## src/rtl/pwm_gen.sv

```systemverilog
// pwm_gen: four-channel fixed-duty PWM sharing one free-running period counter
module pwm_gen #(
    parameter int PERIOD = 16,
    parameter int DUTY0  = 4,
    parameter int DUTY1  = 8,
    parameter int DUTY2  = 12,
    parameter int DUTY3  = 16
) (
    input  logic       clk,
    input  logic       rst_n,
    output logic [3:0] pwm_out
);
    localparam int CNT_W = $clog2(PERIOD);
    localparam logic [CNT_W-1:0] LAST = CNT_W'(PERIOD - 1);
    // one extra bit so a duty equal to PERIOD stays representable
    localparam logic [CNT_W:0] D0 = (CNT_W+1)'(DUTY0);
    localparam logic [CNT_W:0] D1 = (CNT_W+1)'(DUTY1);
    localparam logic [CNT_W:0] D2 = (CNT_W+1)'(DUTY2);
    localparam logic [CNT_W:0] D3 = (CNT_W+1)'(DUTY3);

    if (PERIOD < 2 || PERIOD > 65536) begin : g_bad_period
        $error("pwm_gen: PERIOD %0d outside 2..65536", PERIOD);
    end
    if (DUTY0 < 0 || DUTY0 > PERIOD || DUTY1 < 0 || DUTY1 > PERIOD ||
        DUTY2 < 0 || DUTY2 > PERIOD || DUTY3 < 0 || DUTY3 > PERIOD) begin : g_bad_duty
        $error("pwm_gen: every DUTY must lie in 0..PERIOD (%0d)", PERIOD);
    end

    logic [CNT_W-1:0] cnt;
    logic [CNT_W:0]   cnt_x;
    logic [3:0]       hi;

    assign cnt_x = {1'b0, cnt};
    assign hi    = {cnt_x < D3, cnt_x < D2, cnt_x < D1, cnt_x < D0};

    always_ff @(posedge clk) begin
        if (rst_n) begin
            cnt     <= '0;
            pwm_out <= '0;
        end else begin
            cnt     <= (cnt == LAST) ? '0 : cnt + 1'b1;
            pwm_out <= hi;
        end
    end
endmodule

```

## config.mk

```make
export PLATFORM = sky130hd
export DESIGN_NAME = pwm_gen
export DESIGN_NICKNAME = d
export VERILOG_FILES = /design/src/rtl/pwm_gen.sv
export SDC_FILE = /design/constraint.sdc
export NUM_CORES = 1
export LEC_CHECK = 0
export CORE_AREA = 2 2 39 41
export CTS_BUF_LIST = sky130_fd_sc_hd__clkbuf_4
export CTS_CLUSTER_DIAMETER = 40
export CTS_CLUSTER_SIZE = 40
export DETAILED_ROUTE_END_ITERATION = 16
export DIE_AREA = 0 0 41 43
export PLACE_DENSITY = 0.39
export SYNTH_ARGS = -nofsm -noshare
export SYNTH_HDL_FRONTEND = slang
export SYNTH_SLANG_ARGS = --single-unit
```

## constraint.sdc

```tcl
create_clock -name clk -period 1.42 [get_ports clk]
set_clock_uncertainty 0.15 [all_clocks]
set_input_delay 0.355 -clock clk [delete_from_list [all_inputs] [get_ports clk]]
set_output_delay 0.355 -clock clk [all_outputs]
set_load 0.02 [all_outputs]
```

# --- After elaboration in Yosys (flattened, before gate mapping) ---
# Index checks and enable logic that the tools add are counted.
word_totals:
  output_inout_bits: 4
  ff_bits: 8
classes:
  reduce_logical: 1
  n_lt_le_gt_ge: 4
  eq_ne: 1
  n_addsub: 1
op_table:
  columns: ["operator", "n"]
  rows:
  - ["less-than comparator 4 bit, second input constant", 2]
  - ["less-than comparator 4 x 5 -> 1 bit, second input constant", 1]
  - ["adder 4 x 1 -> 4 bit, second input constant", 1]
  - ["== test 4 bit, second input constant", 1]
  - ["less-than comparator 4 x 3 -> 1 bit, second input constant", 1]
  - ["OR reduction 2 bit", 1]

# --- Depth between registers and ports, before layout ---
# Gate-level depths: netlist of the first run.
logic_depth:
  depth_word: 2
  mapped_depth: 4
  depth_no_buf: 4

# --- Worst setup path before layout of the first run ---
# No wires, ideal clock.
synth_timing:
  kind: "register to register"
  from: "register cnt[0]"
  to: "register cnt[3]"
  stages_incl_launch_ff: 5
  t_arrival_ps: 842
  synth_period_minus_slack_ps: 1061
  t_required_ps: 1200
  slack_ps: 359
  path_cell_list: "dfxtp_1 > ha_1 > a21oi_1 > o21ai_1 > a21oi_1"
synth_via:
  elab_chain_len: 2
  elab_cells_between_ends: 3
synth_rtl:
  columns: ["element", "line", "rtl"]
  rows:
  - ["start, declared", "29", "logic [CNT_W-1:0] cnt;"]
  - ["start signal, assigned", "41", "cnt <= (cnt == LAST) ? '0 : cnt + 1'b1;"]
  - ["branches (longest 2 deep; another with adder 4 x 1 -> 4 bit)", null, null]
# Several ways; the timed one is not identified.
# A chain may end at the register's enable or synchronous reset.

# --- Worst setup path in the final report of the first run ---
layout_timing:
  from: "register pwm_out[1]"
  to: "output port pwm_out[1]"
layout_rtl:
  columns: ["element", "line", "rtl"]
  rows:
  - ["start, declared", "11", "output logic [3:0] pwm_out"]
  - ["start signal, assigned", "42", "pwm_out <= hi;"]
# No word-level cell between the ends.

==> flow_summary.json, run 1 <==
{
  "max_slew_margin": 0.787,
  "period_share": 0.967,
  "grt_usage": 0.0684,
  "yosysWarnings": 0,
  "layout_common_cells": "8 x dfxtp_1, 3 x a21oi_1, 3 x clkbuf_4",
  "powerDensity_mw_per_mm2": 1300,
  "gr-total-overflow": 0,
  "layout_setup_ws_ps": 46.5,
  "max_stage_delay_ps": 320,
  "total_power_mw": 0.462,
  "syn_area_per_cell_um2": 11.2,
  "synth_area_um2": 269,
  "dieHeight_um": 43,
  "clock-sinks": 8,
  "synth_simple_gate_area_share": 0.205,
  "start_util": 0.194,
  "cts_setup_buffers": 0,
  "critical_path.slowest_cell": "dlygate4sd2_1",
  "grt_pass1_vias": 171,
  "hold_path_class": "reg -> reg",
  "dieWidth_um": 41,
  "mostFrequentLayoutCell": "dfxtp_1",
  "syn2layout_area_growth_pct": 31.6,
  "p_leak_nw": 0.141,
  "vias": 184,
  "grt.busiest_layer": "met2",
  "insertion_delay_ps": 250,
  "gp_congestion": 0.729,
  "cp-end-kind": "output port",
  "ctsHtreeMaxLevel": 1,
  "vias_per_cell": 3.91,
  "drtIter0Drc": 4,
  "drc": 0,
  "max_freq_mhz": 728,
  "status": "complete, no violations",
  "row_count": 14,
  "period_minus_slack_ps": 1370,
  "setup-tns-final_ps": 0,
  "wl_per_cell_um": 9.32,
  "dpl_cell_area_um2": 334,
  "drt-total-wl_um": 438,
  "crit_family": "buffers and inverters",
  "synthAdderAreaFrac": 0.0465,
  "ys_ff_latch": 8,
  "clockRootBuffer": "clkbuf_4",
  "synth_top_family_by_area": "simple AND/OR/NAND/NOR gates",
  "report.final.slew_viol_count": 0,
  "dr.pass1.iters": 2,
  "clockBufferDepth": 2,
  "peakVddDrop_uv": 345,
  "synth_nets": 27,
  "critPathLaunchType": "flop",
  "crit_required_ps": 910,
  "tightest_slew_ps": 319,
  "stdcell_area_um2": 354,
  "ctsHoldBuffers": 0,
  "core_area_mm2": 0.00138,
  "yosysTopAreaCell": "dfxtp_1",
  "antenna_left": 0,
  "portBuffers": 5,
  "pre_cts_ws_ps": 32.1,
  "syn_inst": 24,
  "synth_cell_types": 13,
  "use_met3": 0.0628,
  "grtUsageMet1": 0.0518,
  "rsz0062_at_grt": "false",
  "met2_usage": 0.0875,
  "maxCapViolations": 0,
  "worstSetupPathType": "reg -> out",
  "finalSetupViolations": 0,
  "synth-compound-area-share": 0.0744,
  "diodes": 0,
  "grt_max_degree": 9,
  "crit_buf_inv": 1,
  "antenna_found_initial": 0,
  "seq_area_frac_synth": 0.595,
  "cts_tree": "yes",
  "path_max_fanout": 1,
  "dieArea_mm2": 0.00176,
  "cp.arrival_ps": 870,
  "layout-drive-gt1-share": 0.194,
  "synth.area.top_cells": "dfxtp_1 60%, a21oi_1 5.6%, ha_1 4.7%, nor3b_2 4.7%, and3_4 4.2%",
  "numCtsBuffers": 3,
  "final_nets": 36,
  "synth_top_area_frac": 0.595,
  "grt_pass1_wl_um": 669,
  "synth.mux.area_fraction": 0,
  "hold_viol_final": 0,
  "io_pins": 6,
  "cp_cell_sequence": "dlygate4sd2_1",
  "synth-xor-area-share": 0.0326,
  "clkTransAtPathRegs_ps": 50
}
[state kept, by name (all words and copies together), names as in the netlist]
signal / flops
cnt: 4
pwm_out: 4
[metal layers]
layer	vias to the layer above	wire, µm
met1	84	193
met3	0	33
met4	0	0
met5	-	0
li1	95	-
met2	5	211
[where the power goes]
group | internal, mW | leakage [nW] | switching (mW)
clock | 0.0965 | 0.0138 | 0.0736
combinational | 0.0210 | 0.0610 | 0.0216
sequential | 0.239 | 0.0666 | 0.0100
[final timing paths]
path,depth (start not counted),slack [ps],startpoint,to
worst min register to register,1,330,cnt[3]$_SDFF_PP0_,pwm_out[1]$_SDFF_PP0_
worst min-delay path,1,330,cnt[3]$_SDFF_PP0_,pwm_out[1]$_SDFF_PP0_
worst max register to register,4,260,cnt[0]$_SDFF_PP0_,cnt[3]$_SDFF_PP0_
worst max-delay path,1,50,pwm_out[1]$_SDFF_PP0_,pwm_out[1]
[Yosys cell counts (all sizes together)]
library cell,count
inv,2
nor3b,1
and3,1
nor2,2
nor3,2
o21ai,1
xnor2,1
nand4b,1
dfxtp,8
buf,1
a21oi,3
ha,1
[logic make-up (layout without fill, tap and decap cells)]
logic type / count (synthesis) / count (layout)
compound gates: 4 / 4
xor+xnor: 1 / 1
fa+ha+maj: 1 / 1
buf+inv: 3 / 10
flops: 8 / 8
simple gates: 7 / 7
[repair_timing]
item	in CTS	in global routing
endpoints found under the setup margin	4	2
gates resized for setup	4	2
hold endpoints to repair	0	0
gates cloned	0	0
[layout make-up]
class,count,area [µm²]
timing repair buffer,5,47.5
sequential,8,160
fill,143,1030
multi-input combinational,13,96.3
clock buffer,3,22.5
inverter,2,7.51
tap,16,20.0
[stage by stage]
| stage | cells | utilization | hold WS [ps] |
|---|---|---|---|
| 3_3_place_gp | 44 | 0.241 | 324 |
| 5_1_grt | 47 | 0.256 | 357 |
| 6_report | 47 | 0.256 | 335 |
| 2_1_floorplan | 24 | - | 293 |
| 3_5_place_dp | 44 | 0.241 | 327 |
| 4_1_cts | 47 | 0.254 | 337 |
No activity file was read; power rests on OpenSTA's default activity.
==> run 2: changes to the inputs <==
Clock period 1.42 ns to 1.7 ns, I/O delays scaled along.
==> run 2 against run 1 <==
  * Worst hold slack is the same
  * Total power is 17% lower
  * Global-route usage did not move
  * Sequential power fell by 16%
  * Final cell count did not move
  * Routed wire length grew 0.23%
  * Sequential share of layout area rose by 0.32 points
  * Register-to-register slack improved by 280 ps
  * Sequential cell count unchanged
  * Critical endpoint unchanged
  * Largest cell class unchanged
==> flow_summary.json, run 2 (synthesized netlist as in run 1, its figures left out) <==
{
  "syn2layout_area_growth_pct": 30.7,
  "period_share": 0.849,
  "layout_common_cells": "8 x dfxtp_1, 4 x dlygate4sd2_1, 3 x a21oi_1, 3 x clkbuf_4",
  "critical_path.slowest_cell": "dlygate4sd2_1",
  "gp_congestion": 0.729,
  "insertion_delay_ps": 250,
  "peakVddDrop_uv": 288,
  "drt-total-wl_um": 439,
  "r2r_end": "cnt[3]$_SDFF_PP0_",
  "worstHoldPathCells": 1,
  "dpl_cell_area_um2": 334,
  "dpl.cell_count": 44,
  "grt_max_degree": 9,
  "cp_cell_sequence": "dlygate4sd2_1",
  "critPathLaunchType": "flop",
  "hold_path_class": "reg -> reg",
  "clockRootBuffer": "clkbuf_4",
  "finalSetupViolations": 0,
  "vias": 184,
  "rsz0062_at_grt": "false",
  "core_area_mm2": 0.00138,
  "powerDensity_mw_per_mm2": 1100,
  "hold_path_startpoint": "cnt[3]$_SDFF_PP0_",
  "ctsHtreeMaxLevel": 1,
  "setup-tns-final_ps": 0,
  "report.final.slew_viol_count": 0,
  "path_max_fanout": 1,
  "max_stage_delay_ps": 320,
  "mostFrequentLayoutCell": "dfxtp_1",
  "whs_endpoint": "pwm_out[1]$_SDFF_PP0_",
  "dieWidth_um": 41,
  "crit_required_ps": 1120,
  "vias_per_cell": 3.91,
  "max_slew_margin": 0.787,
  "hold_viol_final": 0,
  "start_util": 0.194,
  "wl_per_cell_um": 9.34,
  "tightest_slew_ps": 319,
  "pre_cts_ws_ps": 242,
  "max_freq_mhz": 693,
  "total_power_mw": 0.385,
  "numCtsBuffers": 3,
  "reg_top3": "cnt (4), pwm_out (4)",
  "dieArea_mm2": 0.00176,
  "clock-sinks": 8,
  "cp.arrival_ps": 870,
  "crit_buf_inv": 1,
  "layout_setup_ws_ps": 256,
  "rr_worst_depth": 4,
  "cts_tree": "yes",
  "period_minus_slack_ps": 1440,
  "cp-end-kind": "output port",
  "diodes": 0,
  "gr-total-overflow": 0,
  "io_pins": 6,
  "grt_pass1_vias": 171,
  "grt_usage": 0.0684,
  "dr.pass1.iters": 2,
  "reg2reg_slack_ps": 540,
  "drtIter0Drc": 4,
  "cp-startpoint": "pwm_out[1]$_SDFF_PP0_",
  "stdcell_area_um2": 352,
  "worstSetupPathType": "reg -> out",
  "r2r_start": "cnt[0]$_SDFF_PP0_",
  "p_leak_nw": 0.143,
  "row_count": 14,
  "antenna_found_initial": 0,
  "final_nets": 36,
  "grt_pass1_wl_um": 669,
  "maxCapViolations": 0,
  "drc": 0,
  "clockBufferDepth": 2,
  "ctsHoldBuffers": 0,
  "finalNonFillerCells": 47,
  "layout-drive-gt1-share": 0.194,
  "dieHeight_um": 43,
  "antenna_left": 0,
  "portBuffers": 5,
  "status": "complete, no violations",
  "clkTransAtPathRegs_ps": 50,
  "crit_family": "buffers and inverters"
}
-- run 2: how the worst max path moves through the flow --
| stage | end | slack [ps] | cells after the start |
|---|---|---|---|
| floorplan | cnt[3]$_SDFF_PP0_ | 640 | 4 |
| global placement | pwm_out[2] | 240 | 1 |
| detailed placement | pwm_out[0] | 240 | 1 |
| CTS | pwm_out[1] | 240 | 1 |
| global route | pwm_out[2] | 200 | 1 |
| finish | pwm_out[1] | 260 | 1 |
-- run 2: repair_timing --
item                                    in CTS  in global routing
hold endpoints to repair                     0                  0
endpoints found under the setup margin       4                  0
buffers inserted                             0                  0
gates resized for setup                      4                  0
-- run 2: metal layers --
metal	vias to the layer above	GRT usage	routed length (µm)	share of wire
li1	95	-	-	-
met3	0	0.0628	34	0.077
met5	-	0	0	0
met4	0	0.0800	0	0
met1	84	0.0518	193	0.44
met2	5	0.0875	211	0.48
-- run 2: final cells by class --
cell class | instances | area [µm²]
flip-flops and latches | 8 | 160
fillers | 145 | 1030
repair buffers | 5 | 45.0
well taps | 16 | 20.0
clock buffers | 3 | 22.5
multi-input cells | 13 | 96.3
inverters | 2 | 7.51
-- run 2: power breakdown --
| group | switching [mW] | internal [mW] |
|---|---|---|
| combinational | 0.0180 | 0.0170 |
| clock | 0.0615 | 0.0806 |
| sequential | 0.00828 | 0.200 |
| total | 0.0878 | 0.297 |
-- run 2: stage by stage --
stage	util	hold WS (ps)
2_1_floorplan	-	293
6_report	0.254	335
4_1_cts	0.254	337
5_1_grt	0.254	357
3_3_place_gp	0.241	324
3_5_place_dp	0.241	327
==> run 3: changes to the inputs <==
Settings changed: PLACE_DENSITY 0.39 to 0.4.
Clock period 1.7 ns to 1.3 ns, I/O delays scaled along.
==> run 3 against run 2 <==
  * Non-clock buffer count rose by 1
  * Highest routed layer unchanged
  * Die area did not move
  * Routed wire length fell by 8.7%
  * First-iteration DRC count fell by 75%
  * Sequential cell count did not move
  * Largest power group unchanged
  * Critical path type unchanged
==> flow_summary.json, run 3 (synthesized netlist as in run 1, its figures left out) <==
{
  "cts_tree": "yes",
  "dieHeight_um": 43,
  "cp_cell_sequence": "clkdlybuf4s15_2",
  "grt_pass1_vias": 145,
  "io_pins": 6,
  "dieArea_mm2": 0.00176,
  "grt_pass1_wl_um": 621,
  "clockBufferDepth": 2,
  "cp-end-kind": "output port",
  "final_nets": 37,
  "clkTransAtPathRegs_ps": 50,
  "crit_required_ps": 820,
  "cp.arrival_ps": 790,
  "p_leak_nw": 0.144,
  "hpwl_um": 291,
  "clockRootBuffer": "clkbuf_4",
  "start_util": 0.194,
  "powerDensity_mw_per_mm2": 1400,
  "pre_cts_ws_ps": -50.2,
  "dieWidth_um": 41,
  "drtIter0Drc": 1,
  "multi_input_area_um2": 96.3,
  "numCtsBuffers": 3,
  "max_slew_margin": 0.868,
  "ctsHoldBuffers": 0,
  "insertion_delay_ps": 240,
  "antenna_found_initial": 0,
  "critPathLaunchType": "flop",
  "finalSetupViolations": 0,
  "antenna_left": 0,
  "wl_per_cell_um": 8.35,
  "path_max_fanout": 1,
  "fill_cells": 151,
  "layout_common_cells": "8 x dfxtp_1, 3 x a21oi_1, 3 x clkbuf_4",
  "portBuffers": 5,
  "hold_slack_ps": 335,
  "peakVddDrop_uv": 738,
  "dpl.cell_count": 45,
  "row_count": 14,
  "diodes": 0,
  "ctsHtreeMaxLevel": 1,
  "max_freq_mhz": 789,
  "gp_congestion": 0.699,
  "grt_max_degree": 9,
  "grt_usage": 0.0635,
  "setup-tns-final_ps": 0,
  "clock-sinks": 8,
  "period_minus_slack_ps": 1270,
  "layout-drive-gt1-share": 0.344,
  "dr.pass1.iters": 2,
  "crit_buf_inv": 1,
  "critical_path.slowest_cell": "dfxtp_1",
  "max_stage_delay_ps": 300,
  "rsz0062_at_grt": "false",
  "hold_path_class": "reg -> reg",
  "drc": 0,
  "worstSetupPathType": "reg -> out",
  "final_core_util": 0.258,
  "layout_setup_ws_ps": 32.5,
  "report.final.slew_viol_count": 0,
  "status": "complete, no violations",
  "core_area_mm2": 0.00138,
  "ff_latch_area_um2": 160,
  "vias_per_cell": 3.77,
  "maxCapViolations": 0,
  "gr-total-overflow": 0,
  "finalNonFillerCells": 48,
  "drt-total-wl_um": 401,
  "vias": 181,
  "period_share": 0.975,
  "reg_top3": "cnt (4), pwm_out (4)",
  "mostFrequentLayoutCell": "dfxtp_1",
  "hold_viol_final": 0,
  "syn2layout_area_growth_pct": 32.6,
  "crit_family": "flip-flops",
  "tightest_slew_ps": 197
}
-- run 3: cell count changes in the layout (fill, tap and decap cells not counted) --
| cell | delta |
|---|---|
| buf_2 | +2 |
| buf_4 | +1 |
| clkdlybuf4s15_2 | +2 |
| dlygate4sd2_1 | -4 |
-- run 3: final cells by class --
type	instances	share of cell area
inverters	2	0.0211
multi-input cells	13	0.270
flip-flops and latches	8	0.449
repair buffers	6	0.140
well taps	16	0.0561
clock buffers	3	0.0632
-- run 3: path summary, 6_finish.rpt --
kind / startpoint / end / slack (ps) / cells after the start
setup / recovery: pwm_out[1]$_SDFF_PP0_ / pwm_out[1] / 30 / 1
hold reg to reg: cnt[3]$_SDFF_PP0_ / pwm_out[1]$_SDFF_PP0_ / 340 / 1
hold / removal: cnt[3]$_SDFF_PP0_ / pwm_out[1]$_SDFF_PP0_ / 340 / 1
setup reg to reg: cnt[0]$_SDFF_PP0_ / cnt[3]$_SDFF_PP0_ / 160 / 4
-- run 3: layer usage --
metal | vias up | wire length, µm | global-route usage
met2 | 7 | 165 | 0.0656
li1 | 97 | - | -
met5 | - | 0 | 0
met1 | 77 | 182 | 0.0684
met3 | 0 | 54 | 0.0942
met4 | 0 | 0 | 0.0200
-- run 3: worst register-to-register path: cells and delay by family (launching register included) --
kind                       cells  cell delay, ps
AOI/OAI and AO/OA              3             340
adders and majority gates      1             250
DFF                            1             340
-- run 3: per-stage QoR --
stage          power, mW  area, µm²
6_report           0.501        357
5_1_grt            0.535        357
4_1_cts            0.519        369
3_5_place_dp       0.331        342
3_3_place_gp       0.330        342
2_1_floorplan      0.307        269
-- run 3: power by group --
part           internal (mW)  switching [mW]
Sequential             0.262          0.0101
Clock                  0.105          0.0755
Combinational         0.0251          0.0236
-- run 3: repair_timing --
action                                  CTS  global route
gates resized for setup                  12             2
setup buffers                             0             0
endpoints found under the setup margin    4             2
